## config.mk

```make
export PLATFORM = sky130hd
export DESIGN_NAME = uart_rx_flat
export DESIGN_NICKNAME = d
export VERILOG_FILES = /design/src/rtl/uart_pkg.sv /design/src/rtl/uart_rx_if.sv /design/src/rtl/uart_rx_sync_2ff.sv /design/src/rtl/uart_rx.sv /design/src/flat_wrapper.sv
export SDC_FILE = /design/constraint.sdc
export NUM_CORES = 1
export LEC_CHECK = 0
export ABC_AREA = 1
export CORE_MARGIN = 8
export CORE_UTILIZATION = 40
export CTS_BUF_LIST = sky130_fd_sc_hd__clkbuf_4 sky130_fd_sc_hd__clkbuf_8
export DETAILED_ROUTE_END_ITERATION = 12
export GPL_TIMING_DRIVEN = 0
export PLACE_DENSITY = 0.57
export SYNTH_ARGS = -nofsm -noshare
export SYNTH_HDL_FRONTEND = slang
export SYNTH_SLANG_ARGS = --single-unit
```

## constraint.sdc

```tcl
create_clock -name eclk -period 1.8 [get_ports eclk]
set_clock_uncertainty 0.15 [all_clocks]
set_input_delay 0.36 -clock eclk [delete_from_list [all_inputs] [get_ports eclk]]
set_output_delay 0.36 -clock eclk [all_outputs]
set_load 0.01 [all_outputs]
```

## src/rtl/uart_pkg.sv

```systemverilog
// Shared UART definitions: receiver FSM states and default clocking.
// Imported by the receiver and the transmitter.
package uart_pkg;

    localparam int CLK_HZ_DEF = 50_000_000;
    localparam int BAUD_DEF   = 9600;

    typedef enum logic [2:0] {
        ST_IDLE  = 3'd0,
        ST_START = 3'd1,
        ST_DATA  = 3'd2,
        ST_STOP  = 3'd3,
        ST_BREAK = 3'd4
    } rx_state_e;

    // Clocks per serial bit, truncated.
    function automatic int baud_div(input int clk_hz, input int baud);
        return clk_hz / baud;
    endfunction

endpackage

```

## src/rtl/uart_rx_if.sv

```systemverilog
// Receiver-side bundle: serial line in, byte/flag handshake out.
// master = the receiver, slave = the consuming stage.
interface uart_rx_if;

    logic       rxd;
    logic [7:0] rx_data;
    logic       rx_flag;
    logic       rx_ack;
    logic       rx_overrun;
    logic       rx_frame_err;

    modport master (
        input  rxd,
        input  rx_ack,
        output rx_data,
        output rx_flag,
        output rx_overrun,
        output rx_frame_err
    );

    modport slave (
        output rxd,
        output rx_ack,
        input  rx_data,
        input  rx_flag,
        input  rx_overrun,
        input  rx_frame_err
    );

endinterface

```

## src/rtl/uart_rx_sync_2ff.sv

```systemverilog
// Two-flop synchronizer for one asynchronous bit.
// RST_VAL is the value both flops hold while in reset.
module sync_2ff #(
    parameter logic RST_VAL = 1'b1
) (
    input  logic clk,
    input  logic rst_n,
    input  logic i_d,
    output logic o_q
);

    logic [1:0] r_ff;

    // Shift the async input through two flops.
    always_ff @(posedge clk or negedge rst_n) begin
        if (!rst_n) begin
            r_ff <= {RST_VAL, RST_VAL};
        end else begin
            r_ff <= {r_ff[0], i_d};
        end
    end

    assign o_q = r_ff[1];

endmodule

```

## src/rtl/uart_rx.sv

```systemverilog
// 8N1 UART receiver: mid-bit sampling, one-byte holding register,
// sticky overrun and a frame-error pulse.
module uart_rx
    import uart_pkg::*;
#(
    parameter int CLK_HZ = CLK_HZ_DEF,
    parameter int BAUD   = BAUD_DEF
) (
    input logic      eclk,
    input logic      ereset_n,
    uart_rx_if.master bus
);

    localparam int DIV  = baud_div(CLK_HZ, BAUD);
    localparam int HALF = DIV / 2;
    localparam int CW   = $clog2(DIV);

    localparam logic [CW-1:0] TICK_HALF = CW'(HALF - 1);
    localparam logic [CW-1:0] TICK_FULL = CW'(DIV - 1);
    localparam logic [CW-1:0] TICK_ONE  = CW'(1);

    logic          w_rxs;
    logic          w_tick0;
    rx_state_e     r_state;
    logic [CW-1:0] r_tick;
    logic [2:0]    r_bit;
    logic [7:0]    r_shift;
    logic          r_dlv;
    logic          r_ferr;
    logic [7:0]    r_data;
    logic          r_flag;
    logic          r_ovr;

    sync_2ff #(
        .RST_VAL (1'b1)
    ) u_sync (
        .clk   (eclk),
        .rst_n (ereset_n),
        .i_d   (bus.rxd),
        .o_q   (w_rxs)
    );

    assign w_tick0 = (r_tick == '0);

    // Frame FSM: one sample per bit, counter reloaded on each sample.
    always_ff @(posedge eclk or negedge ereset_n) begin
        if (!ereset_n) begin
            r_state <= ST_IDLE;
            r_tick  <= '0;
            r_bit   <= '0;
            r_shift <= '0;
            r_dlv   <= 1'b0;
            r_ferr  <= 1'b0;
        end else begin
            r_dlv  <= 1'b0;
            r_ferr <= 1'b0;
            unique case (r_state)
                ST_IDLE: begin
                    if (!w_rxs) begin
                        r_state <= ST_START;
                        r_bit   <= '0;
                        r_tick  <= TICK_HALF;
                    end
                end
                ST_START: begin
                    if (!w_tick0) begin
                        r_tick <= r_tick - TICK_ONE;
                    end else if (!w_rxs) begin
                        r_state <= ST_DATA;
                        r_tick  <= TICK_FULL;
                    end else begin
                        r_state <= ST_IDLE;
                    end
                end
                ST_DATA: begin
                    if (!w_tick0) begin
                        r_tick <= r_tick - TICK_ONE;
                    end else begin
                        r_shift <= {w_rxs, r_shift[7:1]};
                        r_tick  <= TICK_FULL;
                        r_bit   <= r_bit + 3'd1;
                        if (r_bit == 3'd7) begin
                            r_state <= ST_STOP;
                        end
                    end
                end
                ST_STOP: begin
                    if (!w_tick0) begin
                        r_tick <= r_tick - TICK_ONE;
                    end else if (w_rxs) begin
                        r_dlv   <= 1'b1;
                        r_state <= ST_IDLE;
                    end else begin
                        r_ferr  <= 1'b1;
                        r_state <= ST_BREAK;
                    end
                end
                ST_BREAK: begin
                    if (w_rxs) begin
                        r_state <= ST_IDLE;
                    end
                end
                default: begin
                    r_state <= ST_IDLE;
                end
            endcase
        end
    end

    // Holding register; a new byte always wins over a pending one.
    always_ff @(posedge eclk or negedge ereset_n) begin
        if (!ereset_n) begin
            r_data <= 8'h00;
            r_flag <= 1'b0;
            r_ovr  <= 1'b0;
        end else if (r_dlv) begin
            r_data <= r_shift;
            r_flag <= 1'b1;
            r_ovr  <= (bus.rx_ack && r_flag) ? 1'b0 : (r_ovr | r_flag);
        end else if (bus.rx_ack && r_flag) begin
            r_flag <= 1'b0;
            r_ovr  <= 1'b0;
        end
    end

    assign bus.rx_data      = r_data;
    assign bus.rx_flag      = r_flag;
    assign bus.rx_overrun   = r_ovr;
    assign bus.rx_frame_err = r_ferr;

endmodule

```

## src/flat_wrapper.sv

```systemverilog
// flat-port wrapper written by rule: the top's interface ports become plain ports
module uart_rx_flat import uart_pkg::*;
#(
    parameter int CLK_HZ = CLK_HZ_DEF,
    parameter int BAUD   = BAUD_DEF
)
  (eclk, ereset_n, bus_rxd, bus_rx_ack, bus_rx_data, bus_rx_flag, bus_rx_overrun, bus_rx_frame_err);
  uart_rx_if bus_i ();
  input logic eclk;
  input logic ereset_n;
  input wire logic [$bits(bus_i.rxd)-1:0] bus_rxd;
  input wire logic [$bits(bus_i.rx_ack)-1:0] bus_rx_ack;
  output wire logic [$bits(bus_i.rx_data)-1:0] bus_rx_data;
  output wire logic [$bits(bus_i.rx_flag)-1:0] bus_rx_flag;
  output wire logic [$bits(bus_i.rx_overrun)-1:0] bus_rx_overrun;
  output wire logic [$bits(bus_i.rx_frame_err)-1:0] bus_rx_frame_err;
  assign bus_i.rxd = bus_rxd;
  assign bus_i.rx_ack = bus_rx_ack;
  assign bus_rx_data = bus_i.rx_data;
  assign bus_rx_flag = bus_i.rx_flag;
  assign bus_rx_overrun = bus_i.rx_overrun;
  assign bus_rx_frame_err = bus_i.rx_frame_err;
  uart_rx #(.CLK_HZ(CLK_HZ), .BAUD(BAUD)) u_core (.eclk(eclk), .ereset_n(ereset_n), .bus(bus_i));
endmodule
```

---- Word level (Yosys, flattened, before mapping) ----
Index checks and enable logic that the tools add are counted.
word-level totals
  output and inout port bits .............. 11
  bits in registers ....................... 41
  bits of input ports ..................... 4
  word-level logic and storage cells ...... 64
operators by class
  add/subtract/negate cells ............... 2
  reduce and logical (&&, ||, !) cells .... 10
  bitwise logic cells ..................... 1
  mux-type cells .......................... 28
  equality and inequality tests ........... 13
operators with widths
  operator                 number
  $mux W13                 5
  $pmux W13 S4             1
  $mux W3                  9
  $pmux W3 S5              1
  $logic_not A13 Y1        1
  $sub A13 B1 Y13 const B  1
  $mux W1                  10
  $ne A2 B1 Y1 const B     4
  $eq A3 B2 Y1 const B     2
  $eq A3 B3 Y1 const B     2
  $ne A2 B2 Y1 const B     3
  $pmux W3 S2              1
  $reduce_and A6 Y1        1
  $reduce_and A4 Y1        1
  $reduce_bool A2 Y1       2
  $reduce_bool A4 Y1       1
  $add A3 B1 Y3 const B    1
  $eq A3 B1 Y1 const B     1
  $logic_not A3 Y1         1
  $ne A3 B3 Y1 const B     1
  $reduce_and A3 Y1        1
  $mux W2                  1
  $reduce_and A2 Y1        1
  $logic_and A1 B1 Y1      1
  $or A1 B1 Y1             1

---- Longest topological paths before layout ----
  depth in word-level cells ............... 4
  depth in mapped cells ................... 11
  gate-level depth less buffers ........... 11

---- Hierarchy ----
A second synthesis with hierarchy kept.
unflattened totals
  cell total of the unflattened synthesis .. 245
  area, all modules ....................... 2070.7 um^2
modules (own cells, without submodules)
  module    times used  area each (um^2)  cells an instance  sequential area each (um^2)
  uart_rx   1           2018.2            243                975.9
  sync_2ff  1           52.6              2                  52.6

---- Worst setup path after synthesis ----
Ideal clock, no wire load.
  kind .................................... register to register
  from .................................... register u_core.r_tick[0]
  to ...................................... register u_core.r_tick[2]
  setup slack ............................. 177 ps
  setup time .............................. 117 ps
  data arrival time ....................... 1356 ps
  buffers on the path ..................... 1
  clock period less this slack ............ 1623 ps
  stages on the path, launching flop included .. 11
  data required time ...................... 1533 ps
  cell sequence ........................... dfrtp_1 -> inv_1 -> ha_1 -> nand2_1 -> nor2_4 -> nand3_2 -> nand2_1 -> nor2_4 -> buf_6 -> nand3_1 -> nand2_1
between the ends
  longest elaborated chain between the ends .. 3
  elaborated cells on any way between the ends .. 9
  classes of those cells .................. 1 x add/sub; 2 x eq/ne; 4 x mux; 2 x reduce/logical
ends and longest elaborated chain
  item                                                  line           text
  from (decl)                                           uart_rx.sv:25  logic [CW-1:0] r_tick;
  from (signal assigned)                                uart_rx.sv:67  r_tick <= r_tick - TICK_ONE;
  from (signal assigned)                                uart_rx.sv:77  r_tick <= r_tick - TICK_ONE;
  from (signal assigned)                                uart_rx.sv:89  r_tick <= r_tick - TICK_ONE;
  $sub A13 B1 Y13 or $logic_not A13 Y1 (tied branches)  -
  $mux W13 (tied with other cells)                      uart_rx.sv:88  if (!w_tick0) begin
  $pmux W13 S4 or $reduce_and A4 Y1 (tied branches)     -
Several ways; a longest one is shown, not always the timed one. The select of a mux whose other input is x is not followed.
A chain may end at the register's enable or synchronous reset.

---- Worst setup path after layout ----
  from .................................... register u_core.r_state[0]
  to ...................................... register u_core.r_tick[1]
between the ends
  longest elaborated chain between the ends .. 3
  elaborated cells on any way between the ends .. 10
  classes of those cells .................. 6 x eq/ne; 1 x mux; 3 x reduce/logical
ends and longest elaborated chain
  item                                            line           text
  from (decl)                                     uart_rx.sv:24  rx_state_e r_state;
  from (signal assigned)                          uart_rx.sv:48  r_state <= ST_IDLE;
  from (signal assigned)                          uart_rx.sv:60  r_state <= ST_START;
  from (signal assigned)                          uart_rx.sv:69  r_state <= ST_DATA;
  $eq A3 B1 Y1 (tied with other cells)            uart_rx.sv:57  unique case (r_state)
  $ne A3 B3 Y1 (no line) (tied with other cells)  -
  $reduce_and A4 Y1 (no line)                     -
Several ways; a longest one is shown, not always the timed one.

==> flow_metrics.tcl <==
set metrics [dict create \
    synth.distinct_cells 31 \
    place_inst 372 \
    syn_to_final_growth_pct 20.6 \
    setup_tns_ns 0 \
    core_um2 5440 \
    fmaxAchievable_mhz 573 \
    cp_top_family "flip-flops" \
    syn_inst 285 \
    ys_ff_latch 41 \
    hold-worst-slack_ns 0.209 \
    routed_via_density 4.71 \
    grt_usage_pct 11.9 \
    pin_count 15 \
    yosysSeqAreaShare_pct 46.4 \
    ant_nets 0 \
    hpwl_um 3430 \
    fin_nets 322 \
    cp.required_ns 1.83 \
    ys_warn_count 0 \
    vias 1822 \
    maxCapViolCount 0 \
    cts_tree "done" \
    diodes 0 \
    numClockSinks 41 \
    grt_pass1_vias 1764 \
    gp_congestion 0.819 \
    die_x_um 90.5 \
    worstPathCellList "inv_1, nand2_4, nor2_4, buf_4, buf_4, o21ai_2, nand3_1, nand2_1, o21ai_0" \
    synth_area_per_cell_um2 7.78 \
    route.detailed.drc 0 \
    netlist_area_um2 2220 \
    crit_top_cell "buf_4" \
    cts-buffers-inserted 5 \
    drv_slew 0 \
    grt_max_degree 22 \
    wl_per_cell_um 11.9 \
    rows 27 \
    grt_antenna_before_repair 0 \
    drive_above_1_share_pct 18.4 \
    slowest_delay_ns 0.41 \
    first_pass_iters 4 \
    final_cell_mix "89 x nand2_1, 37 x dfrtp_1, 34 x inv_1, 30 x nand3_1, 16 x nor2_1" \
    critPathArrivalTime_ns 1.77 \
    dieHeight_um 90.5 \
    h-tree-depth 2 \
    worst_pin_slew_ns 0.516 \
    cts_max_path_buffers 2 \
    finalHoldViolCount 0 \
    wirelength_um 4600 \
    nFillCells 545 \
    finalCriticalPeriod_ns 1.74 \
    clk_latency_ns 0.30 \
    overflow 0 \
    finalSetupViolCount 0 \
    root_buffer "clkbuf_8" \
    dieArea_um2 8180 \
    crit_slowest_cell "dfrtp_1" \
    portBuffers 14 \
    grt_pass1_wl_um 8120 \
    leakagePower_uw 0.00129 \
    drt_first_iter_violations 87 \
    critPathBufInv 3 \
    fin_util_pct 49.2 \
    ir_drop_mv 0.302 \
    synth_nets 293 \
    cp-end-kind "flop" \
    powerDensity_nw_per_um2 596 \
    critPathLaunchType "flop" \
    layout_commonest_cell "nand2_1" \
    rsz0062_at_grt "true" \
    start_util_pct 40.8 \
    clkSlewWorstSetupHoldPaths_ns 0.08 \
    fin_crit_sh_pct 96.9 \
    slew_headroom_pct 65.6 \
    instances_no_fill 387 \
    path_class "reg2reg" \
    critical_path_peak_fanout 6 \
    outcome "completed" \
    hold_path.class "reg2reg" \
]
per-layer routing:
layer | share of wire, % | vias up | GRT usage, %
met5 | 0 | - | 0
met4 | 1.8 | 0 | 4.58
met3 | 3.4 | 12 | 3.24
met2 | 46 | 26 | 19.9
met1 | 49 | 831 | 14.3
li1 | - | 953 | -
report_power, final:
group	total [uW]	switching, uW	internal (uW)
clock	622	334	288
combinational	43.0	25.5	17.5
sequential	928	2.13	926
cell usage after synthesis:
| cell | number | area share (%) |
|---|---|---|
| nand4_2 | 1 | 0.56 |
| dfstp_2 | 2 | 2.4 |
| nor3_1 | 1 | 0.23 |
| nand3b_1 | 1 | 0.34 |
| nand2_2 | 4 | 1.1 |
| a21o_1 | 1 | 0.34 |
| inv_2 | 2 | 0.34 |
| or2_0 | 1 | 0.28 |
| buf_4 | 1 | 0.34 |
| o211ai_1 | 1 | 0.34 |
| nand2_1 | 91 | 15 |
| nand3_1 | 31 | 7.0 |
| buf_6 | 1 | 0.51 |
| buf_2 | 1 | 0.23 |
| xnor2_1 | 2 | 0.79 |
| inv_1 | 36 | 6.1 |
| nor2_1 | 18 | 3.0 |
| clkbuf_4 | 1 | 0.34 |
| nand3_2 | 6 | 2.7 |
| nand2_4 | 1 | 0.51 |
| inv_4 | 1 | 0.28 |
| ha_1 | 4 | 2.3 |
| nor2_4 | 5 | 2.5 |
| xor2_1 | 2 | 0.79 |
| nand4_1 | 2 | 0.56 |
| clkbuf_1 | 1 | 0.17 |
| dfrtp_1 | 39 | 44 |
| o21ai_1 | 10 | 2.3 |
| nor2_2 | 3 | 0.85 |
| a21oi_1 | 3 | 0.68 |
| o21ai_0 | 12 | 2.7 |
worst paths after layout:
check	from	endpoint	slack, ns	cells after the start
worst max-delay path	u_core.r_state[0]$_DFFE_PN0P_	u_core.r_tick[1]$_DFFE_PN0P_	0.06	9
worst min register to register	u_core.u_sync.r_ff[0]$_DFF_PN1_	u_core.u_sync.r_ff[1]$_DFF_PN1_	0.21	0
min in group asynchronous	ereset_n	u_core.r_tick[11]$_DFFE_PN0P_	0.42	2
max in group asynchronous	ereset_n	u_core.r_tick[4]$_DFFE_PN0P_	0.58	3
worst max register to register	u_core.r_state[0]$_DFFE_PN0P_	u_core.r_tick[1]$_DFFE_PN0P_	0.06	9
worst min-delay path	u_core.u_sync.r_ff[0]$_DFF_PN1_	u_core.u_sync.r_ff[1]$_DFF_PN1_	0.21	0
registers in the layout (all words and copies together) (netlist names):
signal,flops
u_core.bus.rx_overrun,1
u_core.u_sync.r_ff,2
u_core.r_shift,8
u_core.bus.rx_flag,1
u_core.r_state,3
u_core.bus.rx_data,8
u_core.r_bit,3
u_core.r_dlv,1
u_core.bus.rx_frame_err,1
u_core.r_tick,13
what timing repair did:
action | in CTS | in global routing
buffers inserted | 0 | 6
endpoints found under the hold margin | 18 | 0
hold buffers | 1 | 0
endpoints found under the setup margin | 0 | 22
gates resized for setup | 0 | 17
per-stage QoR:
step                setup slack (ns)  area (um^2)  total power (uW)
floorplan                      0.177         2220               953
global placement              -0.867         2450               983
detailed placement            0.0282         2470               990
CTS                          0.00949         2570              1620
global route                 -0.0268         2670              1660
finish                        0.0558         2670              1590
worst register-to-register path: cells and delay by family, from the launching register on:
kind | cells | cell delay [ns]
AO/OA/AOI/OAI | 2 | 0.39
flip-flops | 1 | 0.41
AND/OR/NAND/NOR | 4 | 0.31
buffers and inverters | 3 | 0.37
area by class of cell:
type                       count  area (um^2)  share of cell area [%]
multi-input combinational    200         1060                    39.5
timing repair buffer          22          218                    8.14
sequential                    41         1030                    38.6
inverter                      39          149                    5.57
clock buffer                   6         76.3                    2.85
tap                           72         90.1                    3.37
buffer                         5         38.8                    1.45
clock inverter                 2         15.0                   0.562
logic make-up (layout without fill, tap and decap cells):
kind of cell	Yosys count	after routing	synth area share, %
AOI/OAI and AO/OA	27	27	6.32
xor gates and xnor gates	4	4	1.58
adders and majority gates	4	4	2.26
buffers and inverters	44	74	8.30
DFF	41	41	46.4
and+or+nand+nor	165	165	35.2
No activity file was read; power rests on OpenSTA's default activity.
==> RTL change 1, RTL diff (config.mk and constraints unchanged) <==
The package constant `BAUD_DEF` goes from 9600 to 2400.
--- a/src/rtl/uart_pkg.sv
+++ b/src/rtl/uart_pkg.sv
@@ -3,7 +3,7 @@
 package uart_pkg;
 
     localparam int CLK_HZ_DEF = 50_000_000;
-    localparam int BAUD_DEF   = 9600;
+    localparam int BAUD_DEF   = 2400;
 
     typedef enum logic [2:0] {
         ST_IDLE  = 3'd0,
Check against the original RTL: no difference found for any inputs over 10 cycles, from zero or initial values and one cycle with ereset_n low; that may be too few to reach the edited logic, so the function may still have changed.
==> RTL change 1 against the unedited design <==
Total power is 12% higher; non-clock buffer count is 5 higher; worst setup slack worse by 46 ps; routed wire length is 11% higher; count of clock-buffer cells in the layout is 1 lower; sequential cell count is 2 higher; cell area is 10% higher; area after synthesis is 6.5% higher; synthesized cell count is 3.9% higher; critical path depth is 1 higher; via count is 7.5% higher.
==> RTL change 1: results <==
export IMPL_synth_compound_area_share_pct=7.26
export IMPL_vdd_drop_max_mv=0.300
export IMPL_crit_family="simple AND/OR/NAND/NOR gates"
export IMPL_clkCellAreaFrac_pct=3.95
export IMPL_synth_xor_area_share_pct=1.85
export IMPL_p_sw_uw=384
export IMPL_synth_area_per_cell_sq_um=7.98
export IMPL_synthTopCellsByArea="dfrtp_1 43%, nand2_1 14%, nand3_1 5.9%"
export IMPL_ys_seq_area_share_pct=45.7
export IMPL_clock_buffers=5
export IMPL_relSlewSlack_pct=73.6
export IMPL_seq_share_pct=36.7
export IMPL_r2r_cells=10
export IMPL_final_net_count=337
export IMPL_grt_use_total_pct=12.8
export IMPL_globalplace_congestion=0.821
export IMPL_powerClk_uw=775
export IMPL_synth_nets=303
export IMPL_outcome="finished clean"
export IMPL_drt_iter0_drc=80
export IMPL_drive_gt1_share_pct=22.7
export IMPL_internal_power_uw=1410
export IMPL_wl_per_cell_um=12.5
export IMPL_fillers=582
export IMPL_cp_arrival_ps=1830
export IMPL_p_leak_uw=0.00141
export IMPL_post_cts_resized=9
export IMPL_multi_input_cells=214
export IMPL_power_sequential_uw=973
export IMPL_post_cts_buffers=2
RTL change 1: stage by stage:
stage | worst slack (ps) | hold slack, ps | TNS, ps | instances
floorplan | 64.5 | -85.6 | 0 | 296
global placement | -971 | 195 | -43520 | 385
detailed placement | -156 | 154 | -2590 | 386
CTS | 13.5 | 214 | 0 | 397
global route | -74.5 | 218 | -752 | 406
finish | 9.68 | 210 | 0 | 406
RTL change 1: path summary, 6_finish.rpt:
path                       slack [ps]               endpoint                  start
max                                10       u_core.r_tick[2]       u_core.r_tick[7]
min                               210  u_core.u_sync.r_ff[1]  u_core.u_sync.r_ff[0]
max reg2reg                        10       u_core.r_tick[2]       u_core.r_tick[7]
min reg2reg                       210  u_core.u_sync.r_ff[1]  u_core.u_sync.r_ff[0]
max in group asynchronous         640       u_core.r_tick[8]               ereset_n
min in group asynchronous         360     u_core.bus.rx_flag               ereset_n
RTL change 1: per-layer routing:
layer	global-route usage, %	wire length [um]
met3	2.99	269
met2	21.7	2430
met1	16.1	2330
met5	0	0
met4	3.22	42
==> RTL change 2, RTL diff (same flow settings) <==
Made on the original files. Reset style: synchronous (`ereset_n` and `rst_n`), changed in 3 clocked blocks. Comments in the files are not updated.
--- a/src/rtl/uart_rx_sync_2ff.sv
+++ b/src/rtl/uart_rx_sync_2ff.sv
@@ -12,7 +12,7 @@
     logic [1:0] r_ff;
 
     // Shift the async input through two flops.
-    always_ff @(posedge clk or negedge rst_n) begin
+    always_ff @(posedge clk) begin
         if (!rst_n) begin
             r_ff <= {RST_VAL, RST_VAL};
         end else begin
--- a/src/rtl/uart_rx.sv
+++ b/src/rtl/uart_rx.sv
@@ -43,7 +43,7 @@
     assign w_tick0 = (r_tick == '0);
 
     // Frame FSM: one sample per bit, counter reloaded on each sample.
-    always_ff @(posedge eclk or negedge ereset_n) begin
+    always_ff @(posedge eclk) begin
         if (!ereset_n) begin
             r_state <= ST_IDLE;
             r_tick  <= '0;
@@ -108,7 +108,7 @@
     end
 
     // Holding register; a new byte always wins over a pending one.
-    always_ff @(posedge eclk or negedge ereset_n) begin
+    always_ff @(posedge eclk) begin
         if (!ereset_n) begin
             r_data <= 8'h00;
             r_flag <= 1'b0;
Formal check against the unedited RTL: no difference found for any inputs over 10 cycles, from zero or initial values and one cycle with ereset_n low; that may be too few to reach the edited logic, so the function may still have changed.
==> RTL change 2 against the unedited design <==
Register-to-register slack better by 40 ps; cell area shrank 13%; largest cell class unchanged; routed wire length down 7.5%; area after synthesis down 11%; synthesized cell count shrank 4.9%; sequential cell count stayed put; worst setup slack gained 3.9 ps.
Power is not compared: it rests on default switching activity, and its combinational part moved more than twofold at a synthesized area within 25%.
==> RTL change 2: results <==
export IMPL_cp_slowest_cell="clkdlybuf4s50_1"
export IMPL_grt_max_degree=15
export IMPL_synth_compound_area_share_pct=16.6
export IMPL_ys_seq_area_share_pct=41.4
export IMPL_drt_iter0_drc=118
export IMPL_final_net_count=301
export IMPL_fillers=510
export IMPL_dp_cells=352
export IMPL_crit_family="buffers and inverters"
export IMPL_grt_pass1_vias=1625
export IMPL_dr_pass1_iters=5
export IMPL_drive_gt1_share_pct=16.0
export IMPL_synth_nets=279
export IMPL_slowest_delay_ps=560
export IMPL_multi_input_comb_area_sq_um=1020
export IMPL_place_area_sq_um=2210
export IMPL_ys_flop_type="dfxtp_1"
export IMPL_globalplace_congestion=0.830
export IMPL_synth_xor_area_share_pct=2.65
export IMPL_num_nonclk_inverters=34
export IMPL_dp_hpwl_um=3040
export IMPL_syn_inst=271
export IMPL_ys_types=27
export IMPL_synthTopCellsByArea="dfxtp_1 41%, a21oi_1 8.3%, nand2_1 8.1%"
export IMPL_seq_share_pct=35.2
export IMPL_synth_fa_ha_area_share_pct=2.53
export IMPL_post_cts_resized=1
export IMPL_synth_common_cells="43 x nand2_1, 41 x dfxtp_1, 37 x nor2_1"
export IMPL_async_flop_share_pct=0
export IMPL_buffers=22
export IMPL_relSlewSlack_pct=58.9
export IMPL_clkCellAreaFrac_pct=3.86
export IMPL_power_frac_comb_pct=42.9
export IMPL_buf_share_pct=8.14
export IMPL_regMostFlops="u_core.r_tick"
export IMPL_finish_utilization_pct=49.1
export IMPL_wl_per_cell_um=11.8
export IMPL_path_max_fanout=4
export IMPL_vias=1688
export IMPL_grt_use_total_pct=12.5
export IMPL_internal_power_uw=1710
export IMPL_grt_first_pass_wirelength_um=7400
export IMPL_fin_area_sq_um=2340
export IMPL_cts_sinks=41
export IMPL_outcome="finished clean"
export IMPL_cp_arrival_ps=1230
export IMPL_seqPwrFrac_pct=36.1
==> RTL change 2: worst paths after layout <==
check	endpoint	slack [ps]	depth (start not counted)	start
setup / recovery	bus_rx_flag	60	1	u_core.bus.rx_flag
hold / removal	u_core.u_sync.r_ff[1]	270	1	u_core.u_sync.r_ff[0]
hold reg to reg	u_core.u_sync.r_ff[1]	270	1	u_core.u_sync.r_ff[0]
setup reg to reg	u_core.r_tick[6]	100	10	u_core.r_tick[0]
==> RTL change 2: metal layers <==
layer  track usage, %  up-vias  wire length (um)
li1                 -      913                 -
met1             15.4      752              2140
met2             19.8       19              1920
met3             3.50        4               142
met4             5.16        0                52
met5                0        -                 0
==> RTL change 2: worst reg2reg max path: stages (launching register included) <==
cell     delay, ps
dfxtp_2        340
inv_1           70
ha_2           200
nand2_2         90
nor2_4          50
nand3_2         50
nand2_2         60
nor2_4         230
buf_6          170
nand3_1         80
a21oi_2        150
